## src/rtl/fifo_sync_fwft_adapter.sv

```systemverilog
// First-word-fall-through read adapter for a 1-cycle-latency synchronous FIFO.
// Optional delivered-word counter enabled by FIFO_SYNC_FWFT_ADAPTER_DCNT_EN.
module fifo_sync_fwft_adapter #(
    parameter int g_W     = 72,
    parameter int g_CNT_W = 32
) (
    input  logic               i_clk,
    input  logic               i_srst_n,
    output logic               o_fifo_rena,
    input  logic [g_W-1:0]     i_fifo_rdat,
    input  logic               i_fifo_empt,
    input  logic               i_flush,
    output logic               o_valid,
    output logic [g_W-1:0]     o_data,
    input  logic               i_ready,
    output logic [1:0]         o_occ,
    output logic [g_CNT_W-1:0] o_dcnt
);

    logic [g_W-1:0] head;
    logic [g_W-1:0] skid;
    logic [g_W-1:0] head_nxt;
    logic [g_W-1:0] skid_nxt;
    logic [1:0]     occ;
    logic [1:0]     occ_nxt;
    logic [1:0]     remain;
    logic [2:0]     demand;
    logic           valid;
    logic           inflight;
    logic           pop;
    logic           rena;

    assign pop = valid & i_ready;

    // Words we will still be holding next cycle, counting the one on the read port.
    assign demand = {1'b0, occ} + {2'b00, inflight} - {2'b00, pop};
    assign rena   = i_srst_n & ~i_flush & ~i_fifo_empt & (demand < 3'd2);

    always_comb begin
        // NOTE: every target gets a default first so no latch is inferred.
        head_nxt = head;
        skid_nxt = skid;
        remain   = occ - {1'b0, pop};
        occ_nxt  = remain + {1'b0, inflight};

        if (pop && occ == 2'd2) begin
            head_nxt = skid;
        end

        if (inflight) begin
            if (remain == 2'd0) begin
                head_nxt = i_fifo_rdat;
            end else begin
                skid_nxt = i_fifo_rdat;
            end
        end

        // Flush discards buffered words and the returning read, leaving o_data untouched.
        if (i_flush) begin
            head_nxt = head;
            skid_nxt = skid;
            occ_nxt  = 2'd0;
        end
    end

    // NOTE: state uses non-blocking assignments so every flop samples pre-edge values.
    always_ff @(posedge i_clk) begin
        if (!i_srst_n) begin
            occ      <= 2'd0;
            valid    <= 1'b0;
            inflight <= 1'b0;
            head     <= '0;
        end else begin
            occ      <= occ_nxt;
            valid    <= (occ_nxt != 2'd0);
            inflight <= rena;
            head     <= head_nxt;
        end
    end

    // NOTE: skid is data-only storage; no reset, since occ qualifies its contents.
    always_ff @(posedge i_clk) begin
        skid <= skid_nxt;
    end

`ifdef FIFO_SYNC_FWFT_ADAPTER_DCNT_EN
    logic [g_CNT_W-1:0] dcnt;

    always_ff @(posedge i_clk) begin
        if (!i_srst_n) begin
            dcnt <= '0;
        end else if (pop && dcnt != '1) begin
            dcnt <= dcnt + g_CNT_W'(1);
        end
    end

    assign o_dcnt = dcnt;
`else
    assign o_dcnt = '0;
`endif

    assign o_fifo_rena = rena;
    assign o_valid     = valid;
    assign o_data      = head;
    assign o_occ       = occ;

endmodule

```

## config.mk

```make
export PLATFORM = sky130hd
export DESIGN_NAME = fifo_sync_fwft_adapter
export DESIGN_NICKNAME = d
export VERILOG_FILES = /design/src/rtl/fifo_sync_fwft_adapter.sv
export SDC_FILE = /design/constraint.sdc
export NUM_CORES = 1
export LEC_CHECK = 0
export BUFFER_PORTS_ARGS = -buffer_cell sky130_fd_sc_hd__buf_2
export CAP_MARGIN = 10
export CORE_ASPECT_RATIO = 0.5
export CORE_MARGIN = 4
export CORE_UTILIZATION = 51
export DETAILED_ROUTE_END_ITERATION = 6
export PLACE_DENSITY = 0.85
export RECOVER_POWER = 50
export SYNTH_ARGS = -nofsm -noshare
export SYNTH_HDL_FRONTEND = slang
export SYNTH_SLANG_ARGS = --single-unit
```

## constraint.sdc

```tcl
create_clock -name i_clk -period 7 [get_ports i_clk]
set_clock_uncertainty 0.1 [all_clocks]
set_input_delay 0.35 -clock i_clk [delete_from_list [all_inputs] [get_ports i_clk]]
set_output_delay 0.35 -clock i_clk [all_outputs]
set_load 0.005 [all_outputs]
```

Word level (Yosys, flattened, before mapping)
Cells that the tools add are included.
- flip-flop bits (word level): 148
- bits of input ports: 77
- output and inout bits: 108
- word-level logic and storage cells: 26
- add/sub/neg operators: 4
- magnitude comparators: 1
- equal/unequal tests: 1
- muxes and demuxes: 4
- bitwise logic cells: 7
- reduce and logical (&&, ||, !) cells: 4
- operators by type and width (cell ; count):
    $mux 72 ; 3
    $and 1x1->1 ; 4
    $add 2x1->3 ; 1
    $lt 3x2->1 const B ; 1
    $not 1->1 ; 3
    $reduce_and 3->1 ; 1
    $sub 3x1->3 ; 1
    $add 2x1->2 ; 1
    $eq 2x2->1 const B ; 1
    $logic_not 2->1 ; 1
    $mux 2 ; 1
    $reduce_bool 2->1 ; 1
    $sub 2x1->2 ; 1
    $logic_and 1x1->1 ; 1

Logic depth before layout (Yosys ltp)
Gate-level depths: netlist of run 1.
- depth in word-level cells: 5
- mapped depth: 9

Worst setup path after synthesis of run 1
OpenSTA, ideal clock, no wires.
- path type: input to register
- start point: input i_ready
- end point: register skid[0] (enable)
- library setup time: 0.526 ns
- data arrival time: 4.389 ns
- required time: 6.374 ns
- slack: 1.985 ns
- cell stages on the path: 5
- cell sequence: nand2_1 -> inv_1 -> ha_1 -> xnor2_1 -> a21oi_1
- word-level cells in the longest chain between the ends: 5
- RTL lines (what ; RTL line ; text):
    start, declared ; 15 ; input logic i_ready,
    $and 1x1->1 ; 33 ; assign pop = valid & i_ready;
    $sub 2x1->2 ; 43 ; remain = occ - {1'b0, pop};
    $logic_not 2->1 ; 51 ; if (remain == 2'd0) begin
    $not 1->1 (no line) ; - ;
    $reduce_and 3->1 (no line) ; - ;
    end signal, assigned ; 83 ; skid <= skid_nxt;
    end, declared ; 21 ; logic [g_W-1:0] skid;
Every way passes these cells.
A chain may end at the register's enable or synchronous reset.

Worst setup path in the final report of run 1
- start point: register valid (netlist: o_valid)
- end point: register head[7] (netlist: o_data[7])
- word-level cells in the longest chain between the ends: 5
- elaborated cells on any way between the ends: 7
- RTL lines (what ; RTL line ; text):
    start, declared ; 28 ; logic valid;
    start signal, assigned ; 75 ; valid <= (occ_nxt != 2'd0);
    $and 1x1->1 * ; 33 ;
    $sub 2x1->2 / $logic_and 1x1->1 (equally long branches) ; 43, 46 ;
    $logic_not 2->1 / $mux 72 (equally long branches) ; 51, 46 ;
    $mux 72 ; 51 ;
    $mux 72 * ; 50 ; if (inflight) begin
    end signal, assigned ; 77 ; head <= head_nxt;
    end, declared ; 20 ; logic [g_W-1:0] head;
Every way passes the cells marked *; elsewhere a longest branch is shown, timed or not.

==> results.ini, run 1 <==
[grt]
grt_max_degree = 91
grt_overflow = 0
antenna_found_initial = 0
grt_pass1_vias = 4430
grt_usage_pct = 20.3
grt_pass1_wl_um = 22200

[final_layout]
finalNonFillerCells = 832
final_common_cell = clkbuf_1
n_antenna_cell = 0
layout-drive-gt1-share_pct = 15.4
fillers = 922
area_growth_pct = 21.3
nets = 754
layout_common_cells = clkbuf_1 (93), nand2_1 (81), dfxtp_1 (76), edfxtp_1 (72), buf_2 (60)

[power_and_ir_drop]
vdd_ir_drop_max_mv = 0.225
power_density_nw_per_um2 = 284
cellLeakagePower_nw = 2.70
power_w = 0.00202

[routing]
avgRoutedWirePerCell_um = 16.7
drc = 0
num_vias = 4470
dr.first_iter.drc_count = 219
vias_per_cell = 5.37
drt_first_pass_iters = 5
finalWirelength_um = 13900
drtAntennaViolNets = 0

[sta]
fin_crit_ns = 3.16
hold_ws_ns = 0.0313
max_freq_ghz = 0.316
fin_crit_sh_pct = 45.2
tightest_slew_ns = 0.937
rsz0062_at_grt = false
setup_slack_ns = 3.84
hold_viol = 0
setup_viol = 0
slew_violations = 0
tns_ns = 0
slew_headroom_pct = 37.4

[worst_setup_path]
crit_path_start_kind = register
crit_type = reg -> reg
cp.required_ns = 7.23
arrival_ns = 3.40
cp.buffers_inverters = 3
crit_path_cell_trace = nand2_1, inv_1, ha_1, inv_1, o32ai_4, buf_4, o21ai_0, a31oi_1
crit_slowest_cell = o32ai_4
crit_family = compound AO/OA/AOI/OAI gates
crit_fanout = 90
crit_top_cell = inv_1
critPathCaptureType = register
max_stage_delay_ns = 0.80

[floorplan]
core_um2 = 11100
die_h_um = 83.9
die_x_um = 160
num_rows = 27
initial_core_util_pct = 52.9
die-area_um2 = 13400
ioPinCount = 185

[logic_synthesis]
synth.area.top_cells = edfxtp_1 (37%), dfxtp_1 (26%), o221a_1 (5.7%)
ys_seq_area_share_pct = 62.7
ys_ff_latch = 148
ys_types = 27
syn-cell-area_um2 = 5880
synthCells = 541
yosysTopAreaCellShare_pct = 36.8
yosys.area.top_type = edfxtp_1
yosys_warnings = 0
postSynthAreaPerCell_um2 = 10.9

[clock_tree]
clockRootBuffer = clkbuf_16
cts_buffer_depth = 2
hold_buffers = 0
post_cts_resized = 0
cts_tree = yes
clk_pin_slew_worst_paths_ns = 0.06
insertion_delay_ns = 0.41
cts.sinks = 148
cts_buffers = 17
htreeDepth = 4
post_cts_buffers = 0

[placement]
hpwl_um = 8570
gp_congestion = 0.777
io_buffer_count = 152
dp_slack_ns = 3.73
post-place-cells = 800

[run]
drv_cap = 0

[worst_hold_path]
min_path_type = in -> reg

[outcome]
status = completed

## flip-flops by register name, summed over array words and instances (netlist names)
name and flops:
o_valid 1, o_data 72, skid 72, o_occ 2, inflight 1
## power breakdown
part / switching [W] / internal [W] / total, W
clock network: 0.000346 / 0.000616 / 0.000962
logic: 0.0000789 / 0.0000447 / 0.000124
registers: 0.0000108 / 0.000928 / 0.000938
total: 0.000436 / 0.00159 / 0.00202
## per-stage QoR
step           util (%)  instance area [um2]
2_1_floorplan         -                 5990
3_3_place_gp       59.5                 6610
3_5_place_dp       59.5                 6610
4_1_cts            65.2                 7250
5_1_grt            64.2                 7130
6_report           64.2                 7130
## logic make-up after synthesis
kind of cell | Yosys count | synth area share (%)
other | 1 | 0.0638
AOI/OAI and AO/OA | 147 | 17.1
buffers and inverters | 80 | 7.47
adders and majority gates | 3 | 0.766
and+or+nand+nor | 157 | 11.1
DFF | 148 | 62.7
xor gates and xnor gates | 5 | 0.873
## layout make-up
type                            instances  area [um2]  area share [%]
Timing Repair Buffer                  159         698            9.79
Sequential cell                       148        3680            51.7
Multi-Input combinational cell        344        1920            26.9
Tap cell                              145         181            2.54
Clock buffer                           20         457            6.40
Inverter                                4        15.0           0.211
Clock inverter                         12         179            2.51
## cells in the mapped netlist (all sizes together)
cell / n
xnor2: 3
fa: 1
clkbuf: 30
ha: 2
dfxtp: 76
o32ai: 1
buf: 46
nand2b: 2
nand4b: 1
nor3: 33
conb: 1
a31oi: 39
inv: 4
edfxtp: 72
nand2: 81
nand3: 1
xor2: 2
nor4b: 2
o21ai: 39
a21oi: 35
o221a: 33
nor2: 37
## layer usage
layer,global-route usage (%),vias up,part of all wire [%]
met3,4.83,23,6.2
li1,-,2173,-
met5,0,-,0
met1,24.9,2110,42
met2,34.8,164,50
met4,7.96,0,1.8
## worst paths after layout
| kind | from | end | slack (ns) | depth (start not counted) |
|---|---|---|---|---|
| worst max-delay path | o_valid | o_data[7] | 3.84 | 8 |
| worst min-delay path | i_fifo_rdat[57] | skid[57] | 0.03 | 1 |
| worst max register to register | o_valid | o_data[7] | 3.84 | 8 |
| worst min register to register | o_data[15] | o_data[15] | 0.43 | 2 |
Power figures use the tool's default switching activity.
==> run 2, diff against run 1 <==
- clock period: 7 -> 3 ns (I/O delays scaled with it)
==> results.ini, run 2 (synthesis results as in run 1) <==
[power_and_ir_drop]
internal-power_w = 0.00347  ; +120%
combPwrFrac_pct = 8.4  ; +2.3 points
pwr-share-clk_pct = 43.4  ; -4.1 points
switching_share_pct = 23.5  ; +2.0 points
power_w = 0.00454  ; +120%
vdd_ir_drop_max_mv = 0.448  ; +100%
cellLeakagePower_nw = 2.95  ; +9.3%
power.switching_w = 0.00107  ; +140%
power_density_nw_per_um2 = 580  ; +100%
p_seq_share_pct = 48.3  ; +1.9 points

[floorplan]
initial_core_util_pct = 52.9  ; unchanged
die-area_um2 = 13400  ; unchanged
die_h_um = 83.9  ; unchanged
core_um2 = 11100  ; unchanged
ioPinCount = 185  ; unchanged
die_x_um = 160  ; unchanged
num_rows = 27  ; unchanged

[clock_tree]
post_cts_buffers = 0  ; unchanged
cts_tree = yes
insertion_delay_ns = 0.41  ; about the same
htreeDepth = 4  ; unchanged
clockRootBuffer = clkbuf_16
cts_buffers = 17  ; unchanged
cts.sinks = 148  ; unchanged
cts_buffer_depth = 2  ; unchanged
clk_pin_slew_worst_paths_ns = 0.06  ; about the same
hold_buffers = 74  ; +74
post_cts_resized = 0  ; unchanged

[routing]
drt_first_pass_iters = 5  ; unchanged
dr.first_iter.drc_count = 416  ; +90%
avgRoutedWirePerCell_um = 17.6  ; +5.7%
num_vias = 4993  ; +12%
finalWirelength_um = 16100  ; +16%
drc = 0  ; unchanged
drtAntennaViolNets = 0  ; unchanged
vias_per_cell = 5.47  ; +1.8%

[final_layout]
layout_common_cells = clkbuf_1 (107), nand2_1 (81), dfxtp_1 (76), dlygate4sd3_1 (74), edfxtp_1 (72)
final_common_cell = clkbuf_1
layout-drive-gt1-share_pct = 12.5  ; -2.9 points
finalNonFillerCells = 913  ; +9.7%
area_growth_pct = 33.2
nets = 834  ; +11%
post-route-util_pct = 70.4  ; +6.3 points

[sta]
setup_viol = 0  ; unchanged
slew_headroom_pct = 50.9  ; +13 points
fin_crit_sh_pct = 80.9
max_freq_ghz = 0.412
rsz0062_at_grt = false
fin_crit_ns = 2.43
slew_violations = 0  ; unchanged
tightest_slew_ns = 0.737  ; -0.200 ns
hold_ws_ns = 0.342  ; +0.311 ns
hold_viol = 0  ; unchanged
tns_ns = 0  ; unchanged

[grt]
grt_pass1_vias = 5145  ; +16%
antenna_found_initial = 1  ; +1
grt_max_degree = 90  ; -1.1%
grt_overflow = 0  ; unchanged
grt_pass1_wl_um = 26000  ; +17%
grt_usage_pct = 24.0  ; +3.8 points

[worst_setup_path]
critPathLaunch = inflight
max_stage_delay_ns = 0.46  ; -0.34 ns
crit_fanout = 6  ; -93%
crit_path_cell_trace = xnor2_1, nand2_1, fa_1, xor2_1, nor4b_1, buf_2
crit_slowest_cell = dfxtp_1
arrival_ns = 2.18  ; -1.22 ns
crit_type = reg -> out
r2r_start = o_valid
critPathCaptureType = output port
cp.required_ns = 2.75  ; -4.48 ns
crit_path_start_kind = register

[placement]
gp_congestion = 0.768  ; -1.1%
io_buffer_count = 152  ; unchanged
hpwl_um = 8870  ; +3.5%
post-place-cells = 806  ; +0.75%

[worst_hold_path]
min_path_type = in -> reg
min-delay-start = i_flush

[outcome]
status = completed

[run]
drv_cap = 0  ; unchanged

==> run 2: layout make-up <==
| class | count | area, um2 |
|---|---|---|
| antenna | 1 | 2.50 |
| clock buffer | 20 | 437 |
| inverter | 4 | 15.0 |
| multi-input combinational | 344 | 1920 |
| sequential | 148 | 3680 |
| tap | 145 | 181 |
| fill | 812 | 3290 |
| clock inverter | 12 | 109 |
| timing repair buffer | 239 | 1480 |
==> run 2: critical path, delay by kind of cell (launching register included) <==
kind / cells / cell delay (ns)
and+or+nand+nor: 2 / 0.41
buffers and inverters: 1 / 0.18
adders and majority gates: 1 / 0.39
xor gates and xnor gates: 2 / 0.34
DFF: 1 / 0.46
==> run 2: final timing paths <==
check	to	slack, ns	cells after the start
setup / recovery	o_fifo_rena	0.57	6
hold / removal	o_data[11]	0.34	2
setup reg to reg	o_data[21]	0.66	8
hold reg to reg	o_data[68]	0.43	1
==> run 2: power by group through the flow <==
stage	Sequential (W)	Clock (W)	Combinational, W
6_report	0.00219	0.00197	0.000380
3_3_place_gp	0.00223	0	0.000299
4_1_cts	0.00219	0.00198	0.000384
5_1_grt	0.00219	0.00208	0.000416
2_1_floorplan	0.00223	0	0.000184
3_5_place_dp	0.00223	0	0.000307
==> run 2: through the flow <==
| step | setup slack [ns] | instance area, um2 |
|---|---|---|
| global placement | 0.876 | 6670 |
| global route | 0.388 | 7830 |
| CTS | 0.565 | 7950 |
| floorplan | 0.365 | 6000 |
| finish | 0.574 | 7830 |
| detailed placement | 0.755 | 6670 |
==> run 2: metal layers <==
layer  GRT usage, %  up-vias  wire length [um]
met5              0        -                 0
met4           12.1        0               718
met3           5.38       70               994
met2           41.5      265              7880
met1           28.5     2329              6490
li1               -     2329                 -
==> run 3, diff against run 2 <==
- CORE_UTILIZATION: 51 -> 46
- PLACE_DENSITY: 0.85 -> 0.81
- clock period: 3 -> 2.2 ns (I/O delays scaled with it)
==> results.ini, run 3 (synthesis results as in run 1) <==
[routing]
drt_first_pass_iters = 5  ; unchanged
avgRoutedWirePerCell_um = 17.4  ; -0.99%
dr.first_iter.drc_count = 484  ; +16%
drtAntennaViolNets = 0  ; unchanged
drc = 0  ; unchanged
num_vias = 5071  ; +1.6%
finalWirelength_um = 16400  ; +1.9%
vias_per_cell = 5.39  ; -1.4%

[clock_tree]
cts_buffers = 17  ; unchanged
cts_tree = yes
clk_pin_slew_worst_paths_ns = 0.06  ; about the same
clockRootBuffer = clkbuf_16
cts_buffer_depth = 2  ; unchanged
htreeDepth = 4  ; unchanged
insertion_delay_ns = 0.40  ; about the same
cts.sinks = 148  ; unchanged

[final_layout]
final_common_cell = clkbuf_1
fillers = 925  ; +14%
post-route-util_pct = 66.2  ; -4.3 points
layout_common_cells = clkbuf_1 (106), nand2_1 (80), dlygate4sd3_1 (73), dfxtp_1 (73), edfxtp_1 (72)
n_antenna_cell = 0  ; -1
nets = 842  ; +0.96%
layout-drive-gt1-share_pct = 15.1  ; +2.6 points
area_growth_pct = 36.9

[sta]
slew_violations = 0  ; unchanged
hold_ws_ns = 0.0619  ; -0.280 ns
hold_viol = 0  ; unchanged
setup_slack_ns = 0.0424  ; -0.531 ns
rsz0062_at_grt = true
fin_crit_ns = 2.16
tns_ns = 0  ; unchanged
fin_crit_sh_pct = 98.1
setup_viol = 0  ; unchanged
max_freq_ghz = 0.463

[grt]
antenna_found_initial = 0  ; -1
grt_max_degree = 73  ; -19%
grt_usage_pct = 21.0  ; -3.0 points
grt_overflow = 0  ; unchanged
grt_pass1_vias = 5078  ; -1.3%
grt_pass1_wl_um = 25100  ; -3.4%

[worst_hold_path]
min_path_type = in -> reg

[power_and_ir_drop]
power_density_nw_per_um2 = 781  ; +35%
vdd_ir_drop_max_mv = 0.600  ; +34%
cellLeakagePower_nw = 3.06  ; +3.7%

[floorplan]
core_um2 = 12200  ; +9.4%
initial_core_util_pct = 48.3  ; -4.5 points
die-area_um2 = 14800  ; +10%
die_x_um = 168  ; +5.0%
num_rows = 28  ; +3.7%
ioPinCount = 185  ; unchanged
die_h_um = 87.9  ; +4.8%

[worst_setup_path]
cp.required_ns = 2.44  ; -0.31 ns
critPathCaptureType = register
crit_type = reg -> reg
crit_fanout = 36  ; +30
arrival_ns = 2.40  ; +0.22 ns
crit_path_start_kind = register

[run]
drv_cap = 0  ; unchanged

[placement]
gp_congestion = 0.827  ; +7.7%
dp_slack_ns = 0.162  ; -0.593 ns
io_buffer_count = 152  ; unchanged
hpwl_um = 9070  ; +2.2%

[outcome]
status = completed

-- run 3: worst paths after layout --
kind                   start    endpoint  slack [ns]  cells past startpoint
setup / recovery     o_valid  o_data[11]        0.04                      9
hold / removal      i_srst_n  o_data[40]        0.06                      3
setup reg to reg     o_valid  o_data[11]        0.04                      9
hold reg to reg   o_data[69]  o_data[69]        0.42                      1
-- run 3: final cells by class --
| cell class | instances | area (um2) | area share [%] |
|---|---|---|---|
| clock buffer | 22 | 444 | 5.52 |
| sequential | 148 | 3690 | 45.8 |
| tap | 165 | 206 | 2.57 |
| clock inverter | 10 | 108 | 1.34 |
| inverter | 4 | 15.0 | 0.187 |
| multi-input combinational | 344 | 1970 | 24.5 |
| timing repair buffer | 247 | 1610 | 20.0 |
-- run 3: metal layers --
layer  routed length [um]  track usage (%)
met2                 8230             37.2
met3                 1090             3.92
met5                    0                0
met1                 6500             24.7
met4                  567             11.5
-- run 3: timing repair --
| action | CTS | global route |
|---|---|---|
| endpoints found under the setup margin | 1 | 27 |
| hold endpoints to repair | 112 | 0 |
| pin swaps | 5 | 5 |
| hold buffers | 73 | 0 |
| buffers inserted | 2 | 2 |
| resized for setup | 4 | 4 |
| gates cloned | 0 | 2 |
-- run 3: metrics by stage --
stage                     instance area [um2]  cells  power [W]
final                                    8040    940    0.00628
after global routing                     8040    940    0.00651
after CTS                                8120    936    0.00632
after detailed placement                 6800    829    0.00348
after global placement                   6800    829    0.00347
after floorplan                          6040    572    0.00330
-- run 3: power breakdown --
part | switching, W | total, W | internal [W]
combinational | 0.000294 | 0.000548 | 0.000254
sequential | 0.0000370 | 0.00299 | 0.00295
clock | 0.00108 | 0.00275 | 0.00166
total | 0.00142 | 0.00628 | 0.00487
-- run 3: worst max-delay path: stages (launching register included) --
cell     delay (ns)
dfxtp_2        0.33
nand2_2        0.09
buf_4          0.13
inv_2          0.04
ha_4           0.18
xor2_4         0.17
o32ai_4        0.36
buf_4          0.21
buf_8          0.25
o221a_1        0.23
